### src/rtl/demux_conductual.sv
// -----------------------------------------------------------------------------
// demux_conductual
//   Receive side of the 2:1 alternating-lane link. Splits one interleaved
//   WIDTH-bit word stream back into two parallel lanes. In each pair, the first
//   word belongs to lane 1 and the second word belongs to lane 0. Each
//   completed pair appears on registered outputs together with a one-cycle
//   valid_out strobe.
//
// Optional build macro: DEMUX_PAIR_CNT_EN
//   When this macro is defined, the pair_cnt port and its wrapping
//   completed-pair counter are present. When it is undefined, both are absent.
//
// Ports
//   clk        in   rising-edge clock
//   reset_L    in   asynchronous active-low reset
//   data_in    in   interleaved input word (WIDTH)
//   valid_in   in   data_in is accepted at this edge (never back-pressured)
//   sync       in   realign: the word accepted at this edge starts a pair
//   data_0     out  lane-0 word of the last completed pair (registered)
//   data_1     out  lane-1 word of the last completed pair (registered)
//   valid_out  out  one-cycle strobe: a new pair is on data_0/data_1
//   pending    out  a lane-1 word is held (FSM state: EXPECT_L0)
//   pair_cnt   out  completed-pair count, wraps (DEMUX_PAIR_CNT_EN only)
//
// Handshake: a word transfers at every rising edge where valid_in is high.
// There is no ready signal; the block always accepts. valid_out is a plain
// strobe with no ready, and consumers must take data_0/data_1 in that cycle
// or sample them later, since the outputs hold until the next pair completes.
// -----------------------------------------------------------------------------
module demux_conductual #(
  parameter int unsigned WIDTH = 4,
  parameter int unsigned CNT_W = 8
) (
  input  logic             clk,
  input  logic             reset_L,
  input  logic [WIDTH-1:0] data_in,
  input  logic             valid_in,
  input  logic             sync,
  output logic [WIDTH-1:0] data_0,
  output logic [WIDTH-1:0] data_1,
  output logic             valid_out,
`ifdef DEMUX_PAIR_CNT_EN
  output logic [CNT_W-1:0] pair_cnt,
`endif
  output logic             pending
);

  if (CNT_W < 1) begin : g_bad_cnt_w
    $error("demux_conductual: CNT_W must be at least 1");
  end

  // The phase state doubles as the pending output, so pending is the
  // observable view of the FSM.
  typedef enum logic {
    EXPECT_L1 = 1'b0,
    EXPECT_L0 = 1'b1
  } state_e;

  state_e           state_q, state_d;
  logic [WIDTH-1:0] hold_q, hold_d;
  logic [WIDTH-1:0] data_0_q, data_0_d;
  logic [WIDTH-1:0] data_1_q, data_1_d;
  logic             valid_q, valid_d;

  always_ff @(posedge clk or negedge reset_L) begin
    if (!reset_L) begin
      state_q  <= EXPECT_L1;
      hold_q   <= '0;
      data_0_q <= '0;
      data_1_q <= '0;
      valid_q  <= 1'b0;
    end else begin
      state_q  <= state_d;
      hold_q   <= hold_d;
      data_0_q <= data_0_d;
      data_1_q <= data_1_d;
      valid_q  <= valid_d;
    end
  end

  always_comb begin
    state_d  = state_q;
    hold_d   = hold_q;
    data_0_d = data_0_q;
    data_1_d = data_1_q;
    valid_d  = 1'b0;

    if (sync) begin
      // Realign overrides the phase. Any half-pair already held is dropped
      // without producing a strobe.
      if (valid_in) begin
        hold_d  = data_in;
        state_d = EXPECT_L0;
      end else begin
        hold_d  = '0;
        state_d = EXPECT_L1;
      end
    end else begin
      unique case (state_q)
        EXPECT_L1: begin
          if (valid_in) begin
            hold_d  = data_in;
            state_d = EXPECT_L0;
          end
        end
        EXPECT_L0: begin
          // The held word survives arbitrary gaps until its partner arrives.
          if (valid_in) begin
            data_1_d = hold_q;
            data_0_d = data_in;
            valid_d  = 1'b1;
            state_d  = EXPECT_L1;
          end
        end
        default: state_d = EXPECT_L1;
      endcase
    end
  end

`ifdef DEMUX_PAIR_CNT_EN
  logic [CNT_W-1:0] cnt_q, cnt_d;

  // Advances at the same edge that raises valid_out and wraps naturally.
  // sync has no effect on this counter.
  always_comb begin
    cnt_d = cnt_q;
    if (valid_d) cnt_d = cnt_q + CNT_W'(1);
  end

  always_ff @(posedge clk or negedge reset_L) begin
    if (!reset_L) cnt_q <= '0;
    else          cnt_q <= cnt_d;
  end

  assign pair_cnt = cnt_q;
`endif

  assign data_0    = data_0_q;
  assign data_1    = data_1_q;
  assign valid_out = valid_q;
  assign pending   = (state_q == EXPECT_L0);

endmodule
### config.mk
export PLATFORM = sky130hd
export DESIGN_NAME = demux_conductual
export DESIGN_NICKNAME = d
export VERILOG_FILES = /design/src/rtl/demux_conductual.sv
export SDC_FILE = /design/constraint.sdc
export NUM_CORES = 1
export LEC_CHECK = 0
export CORE_MARGIN = 1
export CORE_UTILIZATION = 40
export CTS_CLUSTER_SIZE = 25
export DETAILED_ROUTE_END_ITERATION = 10
export MAX_ROUTING_LAYER = met4
export PLACE_DENSITY = 0.73
export SETUP_SLACK_MARGIN = 0.2
export SLEW_MARGIN = 20
export SYNTH_ARGS = -nofsm -noshare
export SYNTH_HDL_FRONTEND = slang
export SYNTH_SLANG_ARGS = --single-unit
### constraint.sdc
create_clock -name clk -period 2.5 [get_ports clk]
set_clock_uncertainty 0.05 [all_clocks]
set_input_delay 0.375 -clock clk [delete_from_list [all_inputs] [get_ports clk]]
set_output_delay 0.375 -clock clk [all_outputs]
set_load 0.01 [all_outputs]
==> summary by stage <==
CTS
The number of buffers inserted during clock tree synthesis is 3. The post-cts repair resize count is 0. The root buffer cell chosen for the clock tree is clkbuf_4.

Buffers added to address setup during post-CTS repair amount to 0. CTS built an H-tree with a depth of 1. The clock-pin slew of the registers on the worst-case setup and hold paths is ~80 ps. The clock network latency to the later pin of the worst-skew pair is between 200 and 300 ps. The number of hold-repair buffers added at the cts stage is 0. The worst-case clock buffer depth is 2. The clock net sink count is 14. TritonCTS built the clock tree.

Placement
OpenSTA, run right after detailed placement, puts the worst setup slack at a little under 800 ps. Once placement finished, the instance area stood at about 730 um^2. The routability-driven placement congestion ratio is around 0.77. During placement, the flow inserted port buffers numbering 17.

Synth
Counting every instance in the synthesized netlist gives 33. The number of nets handed over by synthesis was 42. The biggest area contributor in the post-synthesis netlist is dfrtp_1.

Summing every instance area after synthesis gives 546.8 um^2. Sorting the synthesized cells by area gives the leading types as dfrtp_1, mux2_2, a22o_2. The Yosys step of the flow raised 0 warnings. After synthesis, the largest area contributor takes up between 60% and 70% of total cell area. After synthesis the netlist holds a flip-flop and latch count of 14.

After synthesis, the mean cell area works out to 16.57 um^2. The sequential share of the synthesized area is between 60% and 70%. The count of distinct cell types in the synthesized netlist is 9.

Floorplan
The initial standard-cell utilization of the core is between 40 and 50%. The area of the die is ~1500 um^2. The cell row count is 12. The die boundary width is between 30 and 40 um. The core region is roughly 1200 um^2. In this run the count of I/O pins placed on the die edge is 18. The die boundary height is 38.97 um.

Power and ir drop
The power density over the cells is between 800 and 900 nW/um^2. The maximum resistive drop on vdd is 0.3545 mV. The leakage power figure is about 0.35 nW.

STA
For the pin with the worst max-slew slack, the measured transition is around 600 ps. The total count of max-transition violations in the final report is 0. Derived from the worst setup path, the maximum achievable clock frequency is roughly 600 MHz.

Of the available clock period, the critical path in the final layout requires roughly two thirds. Setup violations remaining at the end of the flow were counted as 0. The least setup slack across all paths after layout is about 800 ps. The total count of hold-check failures in the final report is 0. The relative slew slack is 61.00%. Setup repair after global routing left no endpoint under its margin. The summed negative setup slack over all endpoints is 0 ps. The worst path needs 1703 ps of the cycle, external delays included.

Global route
The number of global-route vias before repair is about 390. Entering global routing, the biggest net connects 15 pins. The total routing resource utilization after global routing is a little under a fifth. The initial antenna violation count came to 0. The total overflow left after global routing is 0. The first global-routing pass estimated between 1.5 and 2 mm of wire.

Routing
In the routed layout, each cell is associated on average with a via count of between 5 and 6. The count of vias placed by the detailed router is about 370. The detailed-routing iteration count for the pre-antenna-repair pass is 4. The detailed-route wire length is between 1 and 1.5 mm.

The count of nets left with antenna violations once routing finished came out at 0. The detailed router finished its first iteration with 5 violations. For this run, design rule violations remaining after detail routing come to 0. The wire length per cell is about 17 um.

Final layout
The final net count is between 60 and 70. Once layout is done, the placed cells without fillers occupy approximately 770 um^2. The number of fill cells is 83. Cells with a size suffix above 1 make up about a third of the layout. 0 antenna diodes ended up in the layout. From synthesis to final layout, the design area changed by 40.96%.

The register area is approximately 350 um^2. In the final layout, the multi-input gates occupy around 190 um^2.

Worst hold path
In this run the worst hold path is classified as in -> async.

Job
Across the run, the number of max-cap violations was 0.

Critical path
The critical path endpoint category is an output port. At the worst endpoint, the required time is ~2100 ps. The flop-to-flop setup slack is ~1300 ps. The startpoint identified for the worst register-to-register timing path is pending.

The peak per-stage delay on the critical path is ~570 ps. The kind of cell adding the most delay to the critical path is buffers and inverters. The slowest cell on the critical path is clkdlybuf4s50_1.

The logic depth of the worst register-to-register path is 3. The data arrival time of the critical path is approximately 1300 ps. The critical register-to-register path endpoint is hold_q[0]. The critical path in this run is classified as reg -> out. The count of buffer and inverter cells on the critical path is 1. The signal on the critical path passes through clkdlybuf4s50_1. The kind of start point of the critical path is a flip-flop. Along the worst path, the maximum fanout reaches 4.

Status
The run finished with clean final reports.
## how the worst max path moves through the flow
stage | slack [ps] | depth (start not counted) | from | end
final | 800 | 1 | pending | pending
after global routing | 750 | 1 | pending | pending
after CTS | 780 | 1 | pending | pending
after detailed placement | 790 | 3 | sync | data_0[2]
after global placement | 850 | 3 | sync | data_1[2]
after floorplan | 1360 | 2 | pending | pending
## sequential cells by signal (all words and copies together), names as in the netlist
signal     count
data_0         4
data_1         4
hold_q         4
pending        1
valid_out      1
## cell usage after synthesis
cell type and instances:
nand3b_4 1, a21oi_1 1, inv_1 1, mux2_2 9, a22o_2 4, ha_1 1, dfrtp_1 14, o21a_1 1
nor2b_1 1
## report_power, final
part	total (mW)	internal, mW	switching [mW]
clock network	0.158	0.0885	0.0692
logic	0.184	0.117	0.0669
registers	0.301	0.273	0.0284
## routing by layer
metal  wire (um)  global-route usage, %
met4          14                  7.759
met3          58                  3.468
met1         424                  17.56
met2         655                  35.83
met5           0                      -
## kinds of logic (layout without fill, tap and decap cells)
| family | count (synthesis) | count (layout) | share of synthesized area (%) |
|---|---|---|---|
| multiplexers | 9 | 9 | 18.54 |
| flip-flops | 14 | 14 | 64.07 |
| buffers and inverters | 1 | 22 | 0.6858 |
| AO/OA/AOI/OAI | 6 | 6 | 9.611 |
| adder cells (fa/ha/maj) | 1 | 1 | 2.288 |
| AND/OR/NAND/NOR | 2 | 2 | 4.806 |
## cell type report
cell class,instances,share of cell area (%)
Multi-Input combinational cell,18,25.00
Inverter,1,0.4870
Tap cell,14,2.273
Sequential cell,14,45.45
Clock buffer,4,4.708
Timing Repair Buffer,17,22.08
## through the flow
step                util, %  power [mW]  std cells  hold slack, ps
CTS                   64.98      0.6547         68           429.2
finish                64.98      0.6432         68           417.3
floorplan                 -      0.3744         33           29.41
global route          64.98      0.6750         68           458.4
detailed placement    61.92      0.4932         64           436.9
global placement      61.92      0.4773         64           432.7
## placed cells by master (no fill, tap or decap)
cell type,netlist,final
nor2b_1,1,1
nand3b_4,1,1
inv_1,1,1
ha_1,1,1
a21oi_1,1,1
clkdlybuf4s50_1,0,17
o21a_1,1,1
clkbuf_4,0,3
dfrtp_1,14,14
a22o_2,4,4
clkbuf_8,0,1
mux2_2,9,9
Power figures use the tool's default switching activity.
